`src/rtl/hs_sync_pkg.sv`:
```
// Shared types and defaults for the handshake-synchronizer arbiter.
package hs_sync_pkg;

    typedef enum logic [1:0] {
        IDLE     = 2'd0,
        LAUNCH   = 2'd1,
        WAIT_ACK = 2'd2
    } state_t;

    localparam int NUM_REQ_DEF     = 4;
    localparam int TIMEOUT_CYC_DEF = 64;

    // Width of a requester ID; never narrower than one bit.
    function automatic int id_width(input int n);
        return (n <= 2) ? 1 : $clog2(n);
    endfunction

endpackage

```
`src/rtl/hs_sync_arbiter_rr_picker.sv`:
```
// Combinational round-robin picker: first pending bit at or after ptr, wrapping.
module rr_picker
    import hs_sync_pkg::*;
#(
    parameter int NUM_REQ = NUM_REQ_DEF,
    parameter int ID_W    = id_width(NUM_REQ)
) (
    input  logic [NUM_REQ-1:0] pending,
    input  logic [ID_W-1:0]    ptr,
    output logic               grant_valid,
    output logic [ID_W-1:0]    grant_id
);

    logic [2*NUM_REQ-1:0] doubled;
    logic [2*NUM_REQ-1:0] rotated;
    logic [ID_W:0]        offset;
    logic [ID_W:0]        sum;

    // Rotating a doubled copy puts the pointer position at bit 0.
    assign doubled = {pending, pending};
    assign rotated = doubled >> ptr;

    always_comb begin
        grant_valid = 1'b0;
        offset      = '0;
        for (int k = NUM_REQ - 1; k >= 0; k--) begin
            if (rotated[k]) begin
                grant_valid = 1'b1;
                offset      = (ID_W+1)'(k);
            end
        end
    end

    always_comb begin
        sum = {1'b0, ptr} + offset;
        if (sum >= (ID_W+1)'(NUM_REQ)) begin
            sum = sum - (ID_W+1)'(NUM_REQ);
        end
    end

    assign grant_id = sum[ID_W-1:0];

endmodule

```
`src/rtl/hs_sync_arbiter.sv`:
```
// Source-domain scheduler sharing one pulse synchronizer among NUM_REQ requesters.
// Optional ack timeout/abort enabled by defining HS_ARB_TIMEOUT_EN.
module hs_sync_arbiter
    import hs_sync_pkg::*;
#(
    parameter int NUM_REQ     = NUM_REQ_DEF,
    parameter int ID_W        = id_width(NUM_REQ),
    parameter int TIMEOUT_CYC = TIMEOUT_CYC_DEF
) (
    input  logic               clkA,
    input  logic               rst,
    input  logic [NUM_REQ-1:0] req_pulse,
    input  logic               ack_in,
    output logic               xfer_pulse,
    output logic [ID_W-1:0]    xfer_id,
    output logic               busy,
    output logic [NUM_REQ-1:0] pending,
    output logic [NUM_REQ-1:0] done_pulse,
    output logic [NUM_REQ-1:0] drop_err,
    output logic               timeout_err
);

    if (NUM_REQ < 2 || NUM_REQ > 16 || TIMEOUT_CYC < 2) begin : g_bad_cfg
        $error("hs_sync_arbiter: unsupported parameter set");
    end

    state_t             state_reg, state_next;
    logic [NUM_REQ-1:0] pending_reg, pending_next;
    logic [NUM_REQ-1:0] done_reg, done_next;
    logic [NUM_REQ-1:0] drop_reg, drop_next;
    logic [ID_W-1:0]    id_reg, id_next;
    logic [ID_W-1:0]    ptr_reg, ptr_next;
    logic [ID_W-1:0]    ptr_adv;
    logic               xfer_reg, busy_reg;
    logic               grant_valid;
    logic [ID_W-1:0]    grant_id;

`ifdef HS_ARB_TIMEOUT_EN
    localparam int CNT_W = $clog2(TIMEOUT_CYC + 1);
    logic [CNT_W-1:0] cnt_reg, cnt_next;
    logic             tout_reg, tout_next;
`endif

    rr_picker #(
        .NUM_REQ (NUM_REQ),
        .ID_W    (ID_W)
    ) u_picker (
        .pending     (pending_reg),
        .ptr         (ptr_reg),
        .grant_valid (grant_valid),
        .grant_id    (grant_id)
    );

    // A fresh request beats the LAUNCH clear, so it is kept rather than dropped.
    for (genvar gi = 0; gi < NUM_REQ; gi++) begin : g_req
        logic clr;
        assign clr             = (state_reg == LAUNCH) && (id_reg == ID_W'(gi));
        assign pending_next[gi] = req_pulse[gi] | (pending_reg[gi] & ~clr);
        assign drop_next[gi]    = req_pulse[gi] & pending_reg[gi] & ~clr;
    end

    assign ptr_adv = (id_reg == ID_W'(NUM_REQ - 1)) ? '0 : id_reg + 1'b1;

    always_comb begin
        state_next = state_reg;
        id_next    = id_reg;
        ptr_next   = ptr_reg;
        done_next  = '0;
`ifdef HS_ARB_TIMEOUT_EN
        tout_next  = 1'b0;
        cnt_next   = '0;
`endif
        case (state_reg)
            IDLE: begin
                if (grant_valid) begin
                    id_next    = grant_id;
                    state_next = LAUNCH;
                end
            end
            LAUNCH: begin
                state_next = WAIT_ACK;
`ifdef HS_ARB_TIMEOUT_EN
                cnt_next   = CNT_W'(1);
`endif
            end
            WAIT_ACK: begin
`ifdef HS_ARB_TIMEOUT_EN
                cnt_next = cnt_reg + 1'b1;
`endif
                if (ack_in) begin
                    done_next  = {{(NUM_REQ-1){1'b0}}, 1'b1} << id_reg;
                    ptr_next   = ptr_adv;
                    state_next = IDLE;
                end
`ifdef HS_ARB_TIMEOUT_EN
                else if (cnt_reg == CNT_W'(TIMEOUT_CYC - 1)) begin
                    tout_next  = 1'b1;
                    ptr_next   = ptr_adv;
                    state_next = IDLE;
                end
`endif
            end
            default: state_next = IDLE;
        endcase
    end

    always_ff @(posedge clkA or posedge rst) begin
        if (rst) begin
            state_reg   <= IDLE;
            pending_reg <= '0;
            done_reg    <= '0;
            drop_reg    <= '0;
            id_reg      <= '0;
            ptr_reg     <= '0;
            xfer_reg    <= 1'b0;
            busy_reg    <= 1'b0;
`ifdef HS_ARB_TIMEOUT_EN
            cnt_reg     <= '0;
            tout_reg    <= 1'b0;
`endif
        end else begin
            state_reg   <= state_next;
            pending_reg <= pending_next;
            done_reg    <= done_next;
            drop_reg    <= drop_next;
            id_reg      <= id_next;
            ptr_reg     <= ptr_next;
            xfer_reg    <= (state_next == LAUNCH);
            busy_reg    <= (state_next != IDLE);
`ifdef HS_ARB_TIMEOUT_EN
            cnt_reg     <= cnt_next;
            tout_reg    <= tout_next;
`endif
        end
    end

    assign xfer_pulse = xfer_reg;
    assign xfer_id    = id_reg;
    assign busy       = busy_reg;
    assign pending    = pending_reg;
    assign done_pulse = done_reg;
    assign drop_err   = drop_reg;
`ifdef HS_ARB_TIMEOUT_EN
    assign timeout_err = tout_reg;
`else
    assign timeout_err = 1'b0;
`endif

endmodule

```
`config.mk`:
```
export PLATFORM = sky130hd
export DESIGN_NAME = hs_sync_arbiter
export DESIGN_NICKNAME = d
export VERILOG_FILES = /design/src/rtl/hs_sync_pkg.sv /design/src/rtl/hs_sync_arbiter_rr_picker.sv /design/src/rtl/hs_sync_arbiter.sv
export SDC_FILE = /design/constraint.sdc
export NUM_CORES = 1
export LEC_CHECK = 0
export ABC_AREA = 1
export CORE_UTILIZATION = 30
export CTS_CLUSTER_DIAMETER = 30
export DETAILED_ROUTE_END_ITERATION = 6
export SLEW_MARGIN = 25
export SYNTH_ARGS = -nofsm -noshare
export SYNTH_HDL_FRONTEND = slang
export SYNTH_SLANG_ARGS = --single-unit
```
`constraint.sdc`:
```
create_clock -name clkA -period 3.55 [get_ports clkA]
set_input_delay 0.5325 -clock clkA [delete_from_list [all_inputs] [get_ports clkA]]
set_output_delay 0.5325 -clock clkA [all_outputs]
set_load 0.02 [all_outputs]
```
## Word-level counts from Yosys, hierarchy flattened

Index checks and enable logic that the tools add are counted.

| cells by class | value |
|---|---|
| add/sub/neg operators | 3 |
| muxes and demuxes | 15 |
| shifts and indexed selects | 2 |
| magnitude comparators | 1 |
| bitwise logic cells | 20 |
| reductions and logical operators | 9 |
| equal/unequal tests | 6 |

Operator list:

| operator | number |
|---|---|
| $mux W2 | 8 |
| $and A1 B1 Y1 | 12 |
| $mux W4 | 2 |
| $shr A8 B2 Y4 | 1 |
| $eq A2 B1 Y1 const B | 3 |
| $eq A2 B2 Y1 const B | 3 |
| $pmux W2 S3 | 1 |
| $logic_and A1 B1 Y1 | 4 |
| $logic_not A2 Y1 | 2 |
| $mux W1 | 4 |
| $not A1 Y1 | 4 |
| $or A1 B1 Y1 | 4 |
| $reduce_and A2 Y1 | 2 |
| $shl A1 B2 Y4 const A | 1 |
| $add A2 B2 Y3 | 1 |
| $ge A3 B3 Y1 const B | 1 |
| $add A2 B1 Y2 const B | 1 |
| $reduce_bool A2 Y1 | 1 |
| $sub A2 B1 Y2 const B | 1 |

| storage, ports and cells | value |
|---|---|
| register bits | 20 |
| word-level logic and storage cells | 64 |
| bits of input ports | 7 |

## Longest topological paths before layout

| depth | value |
|---|---|
| depth in word-level cells | 8 |
| depth in mapped cells | 12 |

## By module

Synthesis repeated with hierarchy kept, for this count alone.

| second synthesis, totals | value |
|---|---|
| cells, all modules | 131 |
| area total of the unflattened synthesis | 1021.0 µm² |

By module, submodules not included:

| module | cells each | times used | area an instance (µm²) |
|---|---|---|---|
| hs_sync_arbiter | 96 | 1 | 855.8 |
| rr_picker | 35 | 1 | 165.2 |

## Worst setup path after synthesis

OpenSTA, ideal clock, no wires.

| path | value |
|---|---|
| kind | reg2reg |
| start point | register pending_reg[1] (netlist: pending[1]) |
| end point | register id_reg[1] (netlist: xfer_id[1]) |
| cell stages (with the launch flop) | 11 |
| data required time | 3430 ps |
| clock period less this slack | 1604 ps |
| setup slack | 1946 ps |
| arrival | 1483 ps |
| buffers on the path | 0 |
| library setup time | 120 ps |
| cells stage by stage | dfrtp_1 > nand2_1 > nand3_1 > nand2_2 > nand3_1 > a21boi_0 > ha_1 > xor2_1 > nand3_1 > nand3_1 > nand2_1 |

| between the ends | value |
|---|---|
| cells in the longest elaborated chain, start to end | 8 |
| elaborated cells between the ends (all ways) | 14 |
| those cells by class | add/sub: 2; order compare: 1; shift: 1; mux: 9; reduce/logical: 1 |

RTL lines:

| what | line | text |
|---|---|---|
| start: declaration | hs_sync_arbiter.sv:28 | `logic [NUM_REQ-1:0] pending_reg, pending_next;` |
| start signal: assignment | hs_sync_arbiter.sv:123 | `pending_reg <= pending_next;` |
| $shr A8 B2 Y4 * | hs_sync_arbiter_rr_picker.sv:21 | `assign rotated = doubled >> ptr;` |
| $mux W2 (4 in series) | hs_sync_arbiter_rr_picker.sv:27 | `if (rotated[k]) begin` |
| $add A2 B2 Y3 | hs_sync_arbiter_rr_picker.sv:35 | `sum = {1'b0, ptr} + offset;` |
| $ge A3 B3 Y1 / $sub A2 B1 Y2 (equally long branches) | hs_sync_arbiter_rr_picker.sv:36, hs_sync_arbiter_rr_picker.sv:37 |  |
| $mux W2 | hs_sync_arbiter_rr_picker.sv:36 | `if (sum >= (ID_W+1)'(NUM_REQ)) begin` |
| end signal: assignment | hs_sync_arbiter.sv:126 | `id_reg <= id_next;` |
| end: declaration | hs_sync_arbiter.sv:31 | `logic [ID_W-1:0] id_reg, id_next;` |

Every way passes the cells marked *; elsewhere a longest branch is shown, timed or not.
A chain may end at the register's enable or synchronous reset.

## Final worst setup path

| path | value |
|---|---|
| start point | register id_reg[1] (netlist: xfer_id[1]) |
| end point | output xfer_id[1] |

RTL lines:

| what | line | text |
|---|---|---|
| end: declaration | hs_sync_arbiter.sv:15 | `output logic [ID_W-1:0] xfer_id,` |

No word-level cell between the ends.

==> flow_summary.ini <==
[grt]
vias_in_the_first_global_route = 797
pin_count_of_the_biggest_net_entering_global_routing = 21
grtUsageTotal_pct = 14.0
global_route_wire_length_before_repair_um = 3550
antenna_found_initial = 0
grt-ovfl-total = 0

[place]
place.gp.congestion = 0.879
placement.io_buffers = 22
hpwlAfterDp_um = 1540
pre_cts_ws_ns = 1.74
place.detailed.instances = 176

[power_and_ir_drop]
irDropWorstVdd_mv = 0.356
power_density_nw_per_um2 = 805
total_power_mw = 1.02
power.static_leakage_nw = 0.625

[floorplanning]
floorplan.die.width_um = 58.6
floorplan.core_area_um2 = 3050
die_area_um2 = 3440
fp-row-count = 20
die_height_um = 58.6
num_io_pins = 24
effective_utilization_at_floorplan_pct = 31.5

[sta]
fmaxAchievable_ghz = 0.515
timing.final.crit_period_ns = 1.94
slew_headroom_pct = 49.6
fin_ws_ns = 1.61
max_slew.worst_pin.slew_ns = 0.755
finalSetupViolations = 0
slew_viol_final = 0
setup_repair_after_global_routing_missed_its_margin = false
timing.clock.skew_ns = 0.0150
final.period_utilization_pct = 54.7
setup_tns_ns = 0
final-hold-violation-count = 0

[synthesis]
most_used_dff_post_synth = dfrtp_1
leading_cell_types_by_count_after_synthesis = nand2_1, inv_1, dfrtp_1
ys_async_sr_fraction_pct = 100
synthDominantAreaCellType = dfrtp_1
synth.net_count = 123
post_synthesis_area_per_instance_um2 = 8.67
ys_ff_latch = 20
register_area_share_after_synthesis_pct = 52.0
post_synth_num_cell_types = 17
synthDominantCellAreaShare_pct = 52.0
synth.most_common_cell = nand2_1
netlist_instances = 111
synth_edf_count = 0
ys.warnings.count = 0
synth_area_leaders = dfrtp_1, nand2_1, inv_1
netlist_area_um2 = 962

[finish]
multi_input_gate_area_um2 = 372
fraction_of_layout_cells_with_a_size_suffix_above_1_pct = 11.0
layoutNonFillerInstCount = 180
filler_cell_count = 333
regArea_um2 = 500
postLayoutCoreUtil_pct = 41.5
area.growth.synth_to_final_pct = 31.6
nNetsFinal = 149
num_antenna_cells = 0

[critical_path]
crit_path_cell_trace = clkdlybuf4s50_1
critPathSlowestCell = clkdlybuf4s50_1
worst-endpoint-arrival_ns = 1.41
crit_buf_inv = 1
worstSetupPathType = reg2out
cp-end-kind = primary output
worst-endpoint-required_ns = 3.02
critPathMaxStageDelay_ns = 0.64
critical-path-top-delay-family = buffers and inverters
cp-start-kind = register
path_max_fanout = 5

[cts]
clock-sinks = 20
clock_transition_time_at_the_flip_flop_clock_pins_of_the_worst_setup_and_hold_paths_ns = 0.12
cts-hold-fix-buffers = 0
cts_post_setup_buffers_inserted = 0
post_cts.resized_instances = 0
h-tree-depth = 1
tritoncts_clock_tree = done
root_buffer = clkbuf_4
cts_buffer_depth = 2
cts-buffers-inserted = 3
clkLatencyLatePin_ns = 0.31

[detailed_routing]
route.final.wire_length_um = 1990
drc_errors = 0
avgRoutedWirePerCell_um = 11.0
total_via_count_after_detailed_routing = 779
drt_first_pass_iters = 4
post_drt_via_cell_ratio = 4.33
drt-initial-drc-count = 15
antenna_left = 0

[run]
max_cap_viol_count = 0

[worst_hold_path]
min-delay-path-class = reg2reg

[status]
status = complete, no violations
routing by layer:
| metal | up-vias | GRT usage (%) | routed length (µm) |
|---|---|---|---|
| li1 | 383 | - | - |
| met3 | 2 | 3.30 | 57 |
| met4 | 0 | 5.10 | 27 |
| met2 | 18 | 23.8 | 1000 |
| met5 | - | 0 | 0 |
| met1 | 376 | 17.3 | 897 |
per-stage QoR:
| stage | instance area, µm² | hold WS (ns) |
|---|---|---|
| 3_3_place_gp | 1230 | 0.554 |
| 6_report | 1270 | 0.584 |
| 2_1_floorplan | 962 | 0.496 |
| 4_1_cts | 1270 | 0.589 |
| 5_1_grt | 1270 | 0.627 |
| 3_5_place_dp | 1230 | 0.570 |
worst register-to-register path, stage by stage, from the launching register on:
cell	delay, ns
dfrtp_1	0.46
inv_2	0.09
nand2_1	0.09
nand3_1	0.10
nand2_2	0.11
nand3_1	0.07
a21boi_0	0.20
ha_1	0.21
xor2_1	0.19
nand3_1	0.10
nand3_1	0.08
nand2_1	0.05
power by group:
part | leakage (nW) | switching, mW | total (mW) | internal (mW)
logic | 0.367 | 0.316 | 0.527 | 0.212
registers | 0.237 | 0.0594 | 0.359 | 0.299
clock network | 0.0210 | 0.0704 | 0.133 | 0.0626
total | 0.625 | 0.446 | 1.02 | 0.574
cell type report:
class / count / area share (%)
multi-input cells: 68 / 29.3
well taps: 44 / 4.35
flip-flops and latches: 20 / 39.5
inverters: 22 / 6.52
clock buffers: 4 / 2.87
repair buffers: 22 / 17.4
cells in the final DEF, fill, tap and decap left out, drive strengths merged:
cell / instances
clkbuf: 4
conb: 1
clkdlybuf4s50: 22
ha: 5
nor2: 8
or2: 6
a21boi: 1
o21ai: 9
nand3: 12
inv: 22
xor2: 1
nand2: 25
dfrtp: 20
cells by family after synthesis:
kind of cell | share of synthesized area, %
simple gates | 25.4
buf+inv | 9.36
flops | 52.0
compound gates | 5.46
fa+ha+maj | 6.50
xor+xnor | 0.910
other cells | 0.390
path summary, 6_finish.rpt:
check / from / end / slack (ns) / cells past startpoint
max reg2reg: ptr_reg[0] / xfer_id[1] / 1.71 / 11
max: xfer_id[1] / xfer_id[1] / 1.61 / 1
min reg2reg: state_reg[1] / xfer_pulse / 0.58 / 2
min in group asynchronous: rst / pending[0] / 0.64 / 2
max in group asynchronous: rst / drop_err[3] / 2.42 / 2
min: state_reg[1] / xfer_pulse / 0.58 / 2
(Power assumes the default switching activity.)
